===== config.mk =====
export PLATFORM = sky130hd
export DESIGN_NAME = main_control_fsm
export DESIGN_NICKNAME = d
export VERILOG_FILES = /design/src/rtl/main_control_fsm.sv
export SDC_FILE = /design/constraint.sdc
export NUM_CORES = 1
export LEC_CHECK = 0
export BUFFER_PORTS_ARGS = -buffer_cell sky130_fd_sc_hd__buf_2
export CAP_MARGIN = 10
export CORE_AREA = 2 2 46 48
export CTS_CLUSTER_DIAMETER = 50
export DETAILED_ROUTE_END_ITERATION = 7
export DIE_AREA = 0 0 48 50
export PLACE_DENSITY = 0.76
export SLEW_MARGIN = 40
export SYNTH_ARGS = -nofsm -noshare
export SYNTH_HDL_FRONTEND = slang
export SYNTH_SLANG_ARGS = --single-unit

===== constraint.sdc =====
create_clock -name clk -period 1.6 [get_ports clk]
set_input_delay 0.16 -clock clk [delete_from_list [all_inputs] [get_ports clk]]
set_output_delay 0.16 -clock clk [all_outputs]
set_load 0.01 [all_outputs]

===== src/rtl/main_control_fsm.sv =====
`default_nettype none
// +--------------------------------------------------------------------------+
// | main_control_fsm                                                         |
// | Multicycle Moore control FSM for a MIPS-style datapath.                  |
// | Revision: 1.0  initial release                                           |
// +--------------------------------------------------------------------------+
module main_control_fsm (
  input  logic       clk,
  input  logic       rst,
  input  logic [5:0] opcode,
  input  logic       mem_ready,
  output logic       pc_write,
  output logic       pc_write_cond,
  output logic       i_or_d,
  output logic       mem_read,
  output logic       mem_write,
  output logic       ir_write,
  output logic       mem_to_reg,
  output logic       reg_dst,
  output logic       reg_write,
  output logic       alu_src_a,
  output logic       illegal_op,
  output logic [1:0] alu_src_b,
  output logic [1:0] pc_source,
  output logic [2:0] alu_op,
  output logic [3:0] state
);

  localparam logic [3:0] c_ST_IDLE   = 4'd0;
  localparam logic [3:0] c_ST_FETCH  = 4'd1;
  localparam logic [3:0] c_ST_DECODE = 4'd2;
  localparam logic [3:0] c_ST_MEMADR = 4'd3;
  localparam logic [3:0] c_ST_MEMRD  = 4'd4;
  localparam logic [3:0] c_ST_MEMWB  = 4'd5;
  localparam logic [3:0] c_ST_MEMWR  = 4'd6;
  localparam logic [3:0] c_ST_RTEX   = 4'd7;
  localparam logic [3:0] c_ST_RTWB   = 4'd8;
  localparam logic [3:0] c_ST_BRANCH = 4'd9;
  localparam logic [3:0] c_ST_IMMEX  = 4'd10;
  localparam logic [3:0] c_ST_IMMWB  = 4'd11;
  localparam logic [3:0] c_ST_JUMP   = 4'd12;

  localparam logic [5:0] c_OP_RTYPE = 6'b000000;
  localparam logic [5:0] c_OP_LW    = 6'b100011;
  localparam logic [5:0] c_OP_SW    = 6'b101011;
  localparam logic [5:0] c_OP_BEQ   = 6'b000100;
  localparam logic [5:0] c_OP_J     = 6'b000010;
  localparam logic [5:0] c_OP_ADDI  = 6'b001000;
  localparam logic [5:0] c_OP_ANDI  = 6'b001100;
  localparam logic [5:0] c_OP_ORI   = 6'b001101;
  localparam logic [5:0] c_OP_SLTI  = 6'b001010;

  logic [3:0] r_state;
  logic [3:0] w_next_state;
  logic [5:0] r_op_q;
  logic [3:0] w_decode_target;
  logic       w_decode_illegal;

  always_ff @(posedge clk or posedge rst) begin
    if (rst) begin
      r_state <= c_ST_IDLE;
      r_op_q  <= 6'b000000;
    end else begin
      r_state <= w_next_state;
      if (r_state == c_ST_DECODE) begin
        r_op_q <= opcode;
      end
    end
  end

  // Opcode classification is only consumed while in DECODE.
  always_comb begin
    w_decode_target  = c_ST_FETCH;
    w_decode_illegal = 1'b0;
    case (opcode)
      c_OP_LW, c_OP_SW:                          w_decode_target = c_ST_MEMADR;
      c_OP_RTYPE:                                w_decode_target = c_ST_RTEX;
      c_OP_BEQ:                                  w_decode_target = c_ST_BRANCH;
      c_OP_J:                                    w_decode_target = c_ST_JUMP;
      c_OP_ADDI, c_OP_ANDI, c_OP_ORI, c_OP_SLTI: w_decode_target = c_ST_IMMEX;
      default:                                   w_decode_illegal = 1'b1;
    endcase
  end

  always_comb begin
    w_next_state = c_ST_FETCH;
    case (r_state)
      c_ST_FETCH:  w_next_state = mem_ready ? c_ST_DECODE : c_ST_FETCH;
      c_ST_DECODE: w_next_state = w_decode_target;
      c_ST_MEMADR: w_next_state = (r_op_q == c_OP_LW) ? c_ST_MEMRD : c_ST_MEMWR;
      c_ST_MEMRD:  w_next_state = mem_ready ? c_ST_MEMWB : c_ST_MEMRD;
      c_ST_MEMWR:  w_next_state = mem_ready ? c_ST_FETCH : c_ST_MEMWR;
      c_ST_RTEX:   w_next_state = c_ST_RTWB;
      c_ST_IMMEX:  w_next_state = c_ST_IMMWB;
      default:     w_next_state = c_ST_FETCH;
    endcase
  end

  always_comb begin
    pc_write      = 1'b0;
    pc_write_cond = 1'b0;
    i_or_d        = 1'b0;
    mem_read      = 1'b0;
    mem_write     = 1'b0;
    ir_write      = 1'b0;
    mem_to_reg    = 1'b0;
    reg_dst       = 1'b0;
    reg_write     = 1'b0;
    alu_src_a     = 1'b0;
    illegal_op    = 1'b0;
    alu_src_b     = 2'b00;
    pc_source     = 2'b00;
    alu_op        = 3'b000;
    state         = r_state;
    case (r_state)
      c_ST_FETCH: begin
        mem_read  = 1'b1;
        ir_write  = mem_ready;
        pc_write  = mem_ready;
        alu_src_b = 2'b01;
      end
      c_ST_DECODE: begin
        alu_src_b  = 2'b11;
        illegal_op = w_decode_illegal;
      end
      c_ST_MEMADR: begin
        alu_src_a = 1'b1;
        alu_src_b = 2'b10;
      end
      c_ST_MEMRD: begin
        mem_read = 1'b1;
        i_or_d   = 1'b1;
      end
      c_ST_MEMWB: begin
        reg_write  = 1'b1;
        mem_to_reg = 1'b1;
      end
      c_ST_MEMWR: begin
        mem_write = 1'b1;
        i_or_d    = 1'b1;
      end
      c_ST_RTEX: begin
        alu_src_a = 1'b1;
        alu_op    = 3'b010;
      end
      c_ST_RTWB: begin
        reg_write = 1'b1;
        reg_dst   = 1'b1;
      end
      c_ST_BRANCH: begin
        alu_src_a     = 1'b1;
        alu_op        = 3'b001;
        pc_write_cond = 1'b1;
        pc_source     = 2'b01;
      end
      c_ST_IMMEX: begin
        alu_src_a = 1'b1;
        alu_src_b = 2'b10;
        case (r_op_q)
          c_OP_ANDI: alu_op = 3'b011;
          c_OP_ORI:  alu_op = 3'b100;
          c_OP_SLTI: alu_op = 3'b101;
          default:   alu_op = 3'b000;
        endcase
      end
      c_ST_IMMWB: begin
        reg_write = 1'b1;
      end
      c_ST_JUMP: begin
        pc_write  = 1'b1;
        pc_source = 2'b10;
      end
      default: begin
        // Codes 13-15 are treated exactly like IDLE, including the debug state.
        state = c_ST_IDLE;
      end
    endcase
  end

endmodule
`default_nettype wire


Word-level counts from Yosys, hierarchy flattened:

Index checks and enable logic that the tools add are counted.

* input port bits: 9
* output and inout port bits: 22
* word-level logic and storage cells: 59
* flip-flop bits (word level): 10

* equality and inequality tests: 24
* multiplexer cells: 23
* reduce and logical (&&, ||, !) cells: 10

Operators with widths (count)
* $eq 6x4->1 const B: 7
* $pmux 4 s7: 1
* $eq 4x4->1 const B: 5
* $pmux 4 s5: 1
* $eq 6x6->1 const B: 3
* $pmux 3 s3: 2
* $eq 4x3->1 const B: 4
* $mux 1: 12
* $reduce_or 12->1: 1
* $reduce_or 9->1: 1
* $eq 4x2->1 const B: 2
* $reduce_or 2->1: 4
* $reduce_or 4->1: 2
* $eq 6x2->1 const B: 1
* $eq 6x3->1 const B: 1
* $logic_not 6->1: 1
* $pmux 2 s3: 1
* $eq 4x1->1 const B: 1
* $mux 2: 2
* $mux 4: 1
* $pmux 2 s2: 1
* $mux 3: 1
* $reduce_or 3->1: 1
* $pmux 1 s2: 1

Longest topological paths before layout:

Gate-level depths: netlist of the first run.

* depth after elaboration: 4
* depth in mapped cells: 5

Worst setup path after synthesis of the first run:

No wires, ideal clock.

* path type: reg2out
* from: register r_state[0]
* to: output alu_op[0]
* required time: 1.440 ns
* stages on the path, launching flop included: 5
* arrival time: 1.342 ns
* buffers on the path: 1
* setup slack: 0.098 ns
* cell sequence: dfrtp_1 nand2b_1 buf_6 or4_4 a21oi_2

* longest elaborated chain between the ends: 2
* elaborated cells on any way between the ends: 4

Ends and longest elaborated chain
* start: declaration: RTL line 53 `logic [3:0] r_state;`
* start signal: assignment: RTL line 61 `r_state <= c_ST_IDLE;`
* start signal: assignment: RTL line 64 `r_state <= w_next_state;`
* $eq 4x4->1 or $eq 4x3->1 (tied branches): RTL line 115 `case (r_state)`
* $pmux 3 s3 *: RTL line 115
* end: declaration: RTL line 25 `output logic [2:0] alu_op,`

Every way passes the cells marked *; elsewhere a longest branch is shown, timed or not.

Final worst setup path of the first run:

* from: register r_op_q[4]
* to: output alu_op[0]

* longest elaborated chain between the ends: 3
* elaborated cells on any way between the ends: 5

Ends and longest elaborated chain
* start: declaration: RTL line 55 `logic [5:0] r_op_q;`
* start signal: assignment: RTL line 66 `r_op_q <= opcode;`
* $eq 6x4->1: RTL line 159 `case (r_op_q)`
* $pmux 3 s3 *: RTL line 159
* $pmux 3 s3 *: RTL line 115

Marks and branches as above.

==> results of run 1 <==
==> Yosys cell counts <==
cell | number | area [um2]
and2_1 | 5 | 31.28
nor3_1 | 7 | 35.03
o211ai_1 | 2 | 15.01
a311oi_1 | 1 | 8.760
a2bb2oi_1 | 1 | 8.760
o31ai_1 | 1 | 7.510
nand2b_1 | 7 | 43.79
nand4b_1 | 1 | 8.760
or4_4 | 1 | 11.26
mux2_4 | 6 | 90.09
o2bb2ai_1 | 1 | 8.760
clkbuf_1 | 2 | 7.510
and3_1 | 1 | 6.260
nor3b_1 | 1 | 7.510
a31oi_1 | 1 | 6.260
inv_1 | 2 | 7.510
or4_1 | 1 | 7.510
nor4b_1 | 1 | 8.760
mux2i_1 | 1 | 10.01
nand3b_1 | 1 | 7.510
a21oi_2 | 1 | 8.760
nand3_1 | 1 | 5.000
o22ai_1 | 1 | 6.260
buf_2 | 4 | 20.02
o21ba_1 | 1 | 10.01
nor2b_1 | 2 | 12.51
xnor2_1 | 2 | 17.52
nor2_1 | 13 | 48.80
a211oi_1 | 1 | 7.510
a21oi_1 | 7 | 35.03
o21ai_0 | 2 | 10.01
buf_6 | 1 | 11.26
o21a_1 | 3 | 22.52
buf_4 | 1 | 7.510
nand2_1 | 6 | 22.52
dfrtp_1 | 10 | 250.2
o21ai_1 | 1 | 5.000
nor3_4 | 1 | 16.27
a221oi_1 | 1 | 8.760
nand4bb_1 | 1 | 11.26
nor4_1 | 2 | 12.51
==> routing by layer <==
layer,track usage [%],part of all wire (%)
met1,28.83,41
met2,36.00,54
met3,2.564,4.6
met4,8.108,0.53
met5,0,0
==> repair_timing <==
item                                    in CTS  in global routing
setup buffers                                6                  2
gates resized for setup                      6                 17
hold buffers                                 1                  0
hold endpoints to repair                    10                  0
pin swaps                                    2                  6
endpoints found under the setup margin       7                 13
==> worst register-to-register path: stages (launching register included) <==
cell,delay (ns)
dfrtp_1,0.39
nand2b_4,0.15
buf_4,0.16
nor3_4,0.21
buf_4,0.22
mux2_4,0.31
==> layout by cell type (no fill, tap or decap), types with 3 or more instances in the layout <==
master	n
nor3_1	7
mux2_4	6
nand2_1	5
dfrtp_2	3
buf_2	30
o21a_1	3
nor2_1	10
and2_1	3
buf_6	3
clkbuf_4	3
nand2b_4	4
nand2b_1	3
dfrtp_1	7
a21oi_1	7
buf_4	13
==> sequential cells by signal, summed over array words and instances, names as in the netlist <==
register,count
r_state,4
r_op_q,6
==> cell type report <==
| type | instances | area (um2) | area share (%) |
|---|---|---|---|
| clock buffer | 3 | 22.52 | 1.749 |
| inverter | 2 | 7.507 | 0.5831 |
| multi-input combinational | 86 | 658.1 | 51.12 |
| sequential | 10 | 254.0 | 19.73 |
| tap | 27 | 33.78 | 2.624 |
| timing repair buffer | 48 | 311.5 | 24.20 |
==> cells by family after synthesis <==
family	share of synthesized area (%)
AO/OA/AOI/OAI	19.04
flip-flops	28.21
XOR/XNOR	1.975
multiplexers	11.28
AND/OR/NAND/NOR	33.43
buffers and inverters	6.066
==> per-stage QoR <==
step	setup TNS [ns]	hold WS [ns]	total power, mW	util [%]
final	-0.1473	0.1927	2.226	67.70
after CTS	-0.1611	0.1888	2.086	64.80
after detailed placement	0	0.1487	1.741	58.49
after floorplan	0	0.0001782	1.331	-
after global routing	-0.4442	0.2025	2.394	67.70
after global placement	0	0.1357	1.712	58.49
==> where the power goes <==
part	switching, mW	internal, mW	leakage, nW
logic	0.727	0.813	0.478
clock network	0.0761	0.0864	0.0138
registers	0.148	0.376	0.118
total	0.950	1.28	0.610
==> worst paths after layout <==
path | slack [ns] | cells past startpoint | start | end
hold / removal | 0.19 | 2 | opcode[4] | r_op_q[4]$_DFFE_PP0P_
min in group asynchronous | 0.43 | 3 | rst | r_op_q[0]$_DFFE_PP0P_
max in group asynchronous | 0.87 | 3 | rst | r_state[3]$_DFF_PP0_
setup / recovery | -0.14 | 5 | r_op_q[4]$_DFFE_PP0P_ | alu_op[0]
hold reg to reg | 0.58 | 1 | r_op_q[3]$_DFFE_PP0P_ | r_op_q[3]$_DFFE_PP0P_
setup reg to reg | 0.05 | 5 | r_state[0]$_DFF_PP0_ | r_op_q[5]$_DFFE_PP0P_
==> flow_summary.json, run 1 <==
{
  "clock_skew_ns": 0.002124,
  "die_w_um": 48,
  "path_cells": "nor2_1, nand2_1, or4_4, a21oi_2, buf_2",
  "clock_latency_ns": 0.26,
  "ios": 31,
  "critPathTopFamily": "simple AND/OR/NAND/NOR gates",
  "cp-start-kind": "flip-flop",
  "syn-num-nets": 115,
  "fillers": 150,
  "grt_pass1_wl_um": 3843,
  "tightestPinTransition_ns": 0.3776,
  "grt_max_degree": 22,
  "core_um2": 1902,
  "wl_per_cell_um": 13.94,
  "pre_cts_ws_ns": 0.1298,
  "path_class": "flip-flop to primary output",
  "syn_area_um2": 887.1,
  "ant_nets": 0,
  "maxCapViolCount": 0,
  "leakagePower_nw": 0.6103,
  "slowest_delay_ns": 0.49,
  "setup_viol": 3,
  "clock_path_buffers": 2,
  "worstPathArrival_ns": 1.58,
  "ir_drop_mv": 0.7874,
  "cts.sinks": 10,
  "cts_tree": "built",
  "drive_above_1_share_pct": 50.34,
  "hp-class": "input port to flip-flop",
  "required_ns": 1.44,
  "min_period_ns": 1.741,
  "antenna_found_initial": 0,
  "grtUsageTotal_pct": 22.09,
  "port_buffers": 30,
  "clockRootBuffer": "clkbuf_4",
  "detail_route.drc_violations": 0,
  "period_share_pct": 108.8,
  "final_cells": 176,
  "synth_seq_cells": 10,
  "maxSlewViolCount": 0,
  "ys_types": 41,
  "synth_area_per_cell_um2": 8.369,
  "violations": "negative setup slack",
  "grt-ovfl-total": 0,
  "ys_seq_area_share_pct": 28.21,
  "place.detailed.hpwl_um": 1693,
  "netlist_instances": 106,
  "start_util_pct": 46.64,
  "crit_fanout": 2,
  "postPlaceCellArea_um2": 1112,
  "vias": 987,
  "fmax_ghz": 0.5743,
  "yosysWarnings": 0,
  "first_iter_violations": 22,
  "fin_nets": 160,
  "dr.pass1.iters": 4,
  "rsz0062_at_grt": "true",
  "design_area_um2": 1287,
  "path_clk_slew_ns": 0.06,
  "rows": 16,
  "syn_to_final_growth_pct": 45.13,
  "grt_pass1_vias": 877,
  "drt-vias-per-instance": 5.608,
  "htreeDepth": 1,
  "gp_congestion": 0.7753,
  "die_h_um": 50,
  "critPathCaptureType": "primary output",
  "status": "complete, but fails checks",
  "hold_viol": 0,
  "numCtsBuffers": 3,
  "critical_path_buf_inv_count": 1,
  "timing.slew.headroom_pct": 74.80,
  "crit_slowest_cell": "or4_4",
  "place_inst": 165,
  "drt_wl_total_um": 2453,
  "n_antenna_cell": 0,
  "power_density_nw_per_um2": 1729,
  "die_area_um2": 2400,
  "fin_ws_ns": -0.1411
}
No activity file was read; power rests on OpenSTA's default activity.
==> inputs of run 2 (changes only) <==
--- a/config.mk
+++ b/config.mk
@@ -12,6 +12,7 @@
 export DETAILED_ROUTE_END_ITERATION = 7
 export DIE_AREA = 0 0 48 50
 export PLACE_DENSITY = 0.76
+export SETUP_SLACK_MARGIN = 0.02
 export SLEW_MARGIN = 40
 export SYNTH_ARGS = -nofsm -noshare
 export SYNTH_HDL_FRONTEND = slang
==> flow_summary.json, run 2 (same netlist as run 1, synthesis figures left out) <==
{
  "clock_latency_ns": 0.26,
  "min_period_ns": 1.723,
  "start_util_pct": 46.64,
  "core_um2": 1902,
  "power_density_nw_per_um2": 1722,
  "htreeDepth": 1,
  "largest_reg_flops": 6,
  "top_regs": "r_op_q (6), r_state (4)",
  "port_buffers": 30,
  "top_register": "r_op_q",
  "r2r-end": "r_op_q[5]$_DFFE_PP0P_",
  "worstPathArrival_ns": 1.56,
  "grt_pass1_vias": 877,
  "setup_viol": 4,
  "cts_tree": "built",
  "dr_wl_met3_um": 87,
  "wl_met2_um": 1432,
  "hold_end": "r_op_q[4]$_DFFE_PP0P_",
  "grt_pass1_wl_um": 3843,
  "gp_congestion": 0.7753,
  "critPathLaunch": "r_op_q[4]$_DFFE_PP0P_",
  "cts.sinks": 10,
  "maxCapViolCount": 0,
  "antenna_found_initial": 0,
  "maxSlewViolCount": 0,
  "reg2reg_slack_ns": 0.07,
  "detail_route.drc_violations": 0,
  "postPlaceCellArea_um2": 1112,
  "path_clk_slew_ns": 0.06,
  "vias": 1002,
  "grt_max_degree": 22,
  "syn_to_final_growth_pct": 52.75,
  "die_area_um2": 2400,
  "final_common_cell": "buf_2",
  "hold_viol": 0,
  "ant_nets": 0,
  "drive_above_1_share_pct": 53.59,
  "min_from": "opcode[4]",
  "timing.slew.headroom_pct": 74.90,
  "min_path_cells": 2,
  "drt-met1-wl_um": 1070,
  "fmax_ghz": 0.5802,
  "die_w_um": 48,
  "status": "complete, but fails checks",
  "fin_nets": 164,
  "drt-vias-per-instance": 5.567,
  "period_share_pct": 107.7,
  "grtUsageTotal_pct": 22.09,
  "critPathCaptureType": "primary output",
  "finalPower_mw": 2.333,
  "grt-ovfl-total": 0,
  "clock_path_buffers": 2,
  "violations": "negative setup slack",
  "numCtsBuffers": 3,
  "r2r_start": "r_state[0]$_DFF_PP0_",
  "leakagePower_nw": 0.6374,
  "drt_wl_total_um": 2627,
  "clockRootBuffer": "clkbuf_4",
  "crit_fanout": 2,
  "ff2ff_path_depth": 6,
  "clock_skew_ns": 0.003296,
  "top_layer": "met4",
  "ir_drop_mv": 0.8094,
  "path_class": "flip-flop to primary output",
  "rsz0062_at_grt": "true",
  "rows": 16,
  "ios": 31,
  "hp-class": "input port to flip-flop",
  "final_cell_mix": "buf_2 (30), buf_4 (14), nor2_1 (10)",
  "fin_tns_setup_ns": -0.2850,
  "required_ns": 1.44,
  "design_area_um2": 1355,
  "n_antenna_cell": 0,
  "die_h_um": 50,
  "cp-start-kind": "flip-flop",
  "fin_ws_ns": -0.1235,
  "place.detailed.hpwl_um": 1693,
  "first_iter_violations": 23,
  "tightestPinTransition_ns": 0.3761,
  "wl_per_cell_um": 14.59,
  "dr.pass1.iters": 4
}
==> run 2: worst max path at each step <==
stage	endpoint	slack (ns)	cells after the start
finish	alu_op[0]	-0.12	5
floorplan	alu_op[0]	0.1	4
global placement	r_state[1]$_DFF_PP0_	0.15	5
CTS	alu_op[0]	-0.11	5
detailed placement	alu_op[0]	0.13	5
global route	alu_op[0]	-0.20	5
==> run 2: critical path, stage by stage, from the launching register on <==
cell,delay [ns]
dfrtp_1,0.38
nor2_1,0.11
nand2_1,0.08
or4_4,0.48
a21oi_2,0.12
buf_2,0.13
==> run 2: timing repair <==
action / CTS / global route
pin swaps: 2 / 6
hold buffers: 1 / 0
hold endpoints to repair: 10 / 0
setup endpoints to repair: 10 / 19
buffers inserted: 6 / 5
resized for setup: 6 / 22
==> run 2: power by group <==
group / total [mW] / switching (mW) / internal, mW / leakage (nW)
clock network: 0.163 / 0.0763 / 0.0864 / 0.0138
registers: 0.517 / 0.141 / 0.376 / 0.118
logic: 1.65 / 0.777 / 0.876 / 0.505
==> run 2: area by class of cell <==
class | instances | area, um2
Timing Repair Buffer | 52 | 361.6
Clock buffer | 3 | 22.52
Multi-Input combinational cell | 86 | 675.6
Sequential cell | 10 | 254.0
Inverter | 2 | 7.507
Tap cell | 27 | 33.78
Fill cell | 137 | 546.8
==> run 2: per-layer routing <==
layer / global-route usage (%) / vias to the layer above
li1: - / 477
met5: 0 / -
met1: 28.83 / 492
met3: 2.564 / 4
met2: 36.00 / 29
met4: 8.108 / 0
==> run 2: through the flow <==
stage	setup WS (ns)	std cells	util (%)	hold WS (ns)
after global routing	-0.2034	180	71.25	0.2027
after global placement	0.1517	165	58.49	0.1357
final	-0.1235	180	71.25	0.1946
after detailed placement	0.1298	165	58.49	0.1487
after floorplan	0.09810	106	-	0.0001782
after CTS	-0.1117	175	64.80	0.1888
==> inputs of run 3 (changes only) <==
--- a/config.mk
+++ b/config.mk
@@ -8,6 +8,7 @@
 export BUFFER_PORTS_ARGS = -buffer_cell sky130_fd_sc_hd__buf_2
 export CAP_MARGIN = 10
 export CORE_AREA = 2 2 46 48
+export CTS_BUF_LIST = sky130_fd_sc_hd__clkbuf_16
 export CTS_CLUSTER_DIAMETER = 50
 export DETAILED_ROUTE_END_ITERATION = 7
 export DIE_AREA = 0 0 48 50
==> constraint.sdc (replaced) <==
create_clock -name clk -period 2 [get_ports clk]
set_input_delay 0.2 -clock clk [delete_from_list [all_inputs] [get_ports clk]]
set_output_delay 0.2 -clock clk [all_outputs]
set_load 0.01 [all_outputs]
==> flow_summary.json, run 3 (same netlist as run 1, synthesis figures left out) <==
{
  "min_from": "opcode[4]",
  "fillers": 171,
  "grt-ovfl-total": 0,
  "clock_skew_ns": 0.0006029,
  "utilization_pct": 61.12,
  "hp-class": "input port to flip-flop",
  "path_clk_slew_ns": 0.04,
  "min_period_ns": 1.908,
  "status": "finished, final reports clean",
  "grt_pass1_wl_um": 3615,
  "fmax_ghz": 0.5242,
  "crit_fanout": 7,
  "setup_viol": 0,
  "top_regs": "r_op_q (6), r_state (4)",
  "dr_wl_met3_um": 80,
  "largest_reg_flops": 6,
  "critPathCaptureType": "primary output",
  "n_antenna_cell": 0,
  "clockRootBuffer": "clkbuf_16",
  "maxCapViolCount": 0,
  "rows": 16,
  "grt_pass1_vias": 790,
  "clock_latency_ns": 0.23,
  "tightestPinTransition_ns": 0.3641,
  "timing.slew.headroom_pct": 75.70,
  "dr.pass1.iters": 4,
  "grt_max_degree": 22,
  "cts.sinks": 10,
  "power_density_nw_per_um2": 1466,
  "cts_resized": 0,
  "clock_path_buffers": 2,
  "htreeDepth": 1,
  "internal-power_mw": 1.015,
  "period_share_pct": 95.38,
  "cp-start-kind": "flip-flop",
  "drt_wl_total_um": 2235,
  "top_layer": "met4",
  "required_ns": 1.80,
  "grtUsageTotal_pct": 20.87,
  "critPathLaunch": "r_state[0]$_DFF_PP0_",
  "place.detailed.hpwl_um": 1590,
  "path_class": "flip-flop to primary output",
  "power_frac_clock_pct": 19.7,
  "die_area_um2": 2400,
  "hold_viol": 0,
  "worstPathArrival_ns": 1.71,
  "swShare_pct": 40.41,
  "numCtsBuffers": 3,
  "postPlaceCellArea_um2": 1055,
  "vias": 917,
  "p_sw_mw": 0.6885,
  "r2r_start": "r_state[0]$_DFF_PP0_",
  "final_common_cell": "buf_2",
  "comb_power_share_pct": 56.4,
  "port_buffers": 30,
  "pre_cts_ws_ns": 0.3232,
  "cts_tree": "built",
  "design_area_um2": 1162,
  "die_w_um": 48,
  "ant_nets": 0,
  "start_util_pct": 46.64,
  "fin_ws_ns": 0.09237,
  "ir_drop_mv": 0.6946,
  "maxSlewViolCount": 0,
  "drt-met1-wl_um": 992,
  "top_register": "r_op_q",
  "final_cell_mix": "buf_2 (30), nor2_1 (13), dfrtp_1 (10)",
  "rsz0062_at_grt": "true",
  "leakagePower_nw": 0.5382,
  "fin_tns_setup_ns": 0,
  "detail_route.drc_violations": 0,
  "antenna_found_initial": 0,
  "seqPwrFrac_pct": 23.9,
  "drive_above_1_share_pct": 35.25,
  "wl_met2_um": 1149,
  "ios": 31,
  "syn_to_final_growth_pct": 31.03,
  "first_iter_violations": 27,
  "gp_congestion": 0.7324,
  "drt-vias-per-instance": 5.524,
  "die_h_um": 50,
  "core_um2": 1902,
  "fin_nets": 150,
  "wl_per_cell_um": 13.46,
  "finalPower_mw": 1.704
}
run 3: cell count changes in the layout (fill, tap and decap cells not counted), sizes merged:
cell / before / now
buf: 51 / 37
run 3: power groups by stage:
stage | Combinational (mW) | Clock [mW] | Sequential [mW]
2_1_floorplan | 0.685 | 0 | 0.380
3_3_place_gp | 0.914 | 0 | 0.385
3_5_place_dp | 0.929 | 0 | 0.394
4_1_cts | 0.936 | 0.341 | 0.404
5_1_grt | 1.06 | 0.355 | 0.419
6_report | 0.961 | 0.336 | 0.407
run 3: critical path: stages (launching register included):
cell and delay [ns]:
dfrtp_1 0.37, nand2b_1 0.27, or4_4 0.57, a21oi_2 0.13
buf_2 0.14
run 3: repair_timing:
item	CTS	global route
endpoints found under the setup margin	0	1
buffers inserted	0	3
endpoints found under the hold margin	10	0
hold buffers	1	0
run 3: area by class of cell:
type                    instances  area, um2  area share (%)
inverters                       2      7.507          0.6459
multi-input cells              86      583.1           50.16
clock buffers                   3      75.07           6.459
well taps                      27      33.78           2.906
flip-flops and latches         10      250.2           21.53
repair buffers                 38      212.7           18.30
run 3: routing by layer:
metal | up-vias | GRT usage, %
li1 | 455 | -
met1 | 433 | 28.54
met2 | 27 | 32.67
met3 | 2 | 3.297
met4 | 0 | 6.757
met5 | - | 0
run 3: final timing paths:
path | endpoint | slack (ns) | cells after the start
min in group asynchronous | r_op_q[3]$_DFFE_PP0P_ | 0.49 | 3
worst min-delay path | r_op_q[4]$_DFFE_PP0P_ | 0.26 | 2
worst max-delay path | alu_op[0] | 0.09 | 4
worst max register to register | r_op_q[1]$_DFFE_PP0P_ | 0.42 | 4
worst min register to register | r_op_q[4]$_DFFE_PP0P_ | 0.57 | 1
max in group asynchronous | r_state[3]$_DFF_PP0_ | 1.25 | 3
run 3: stage by stage:
step,hold WS (ns),std cells
5_1_grt,0.2658,166
4_1_cts,0.2539,163
2_1_floorplan,0.04018,106
3_5_place_dp,0.1809,159
3_3_place_gp,0.1783,159
6_report,0.2636,166
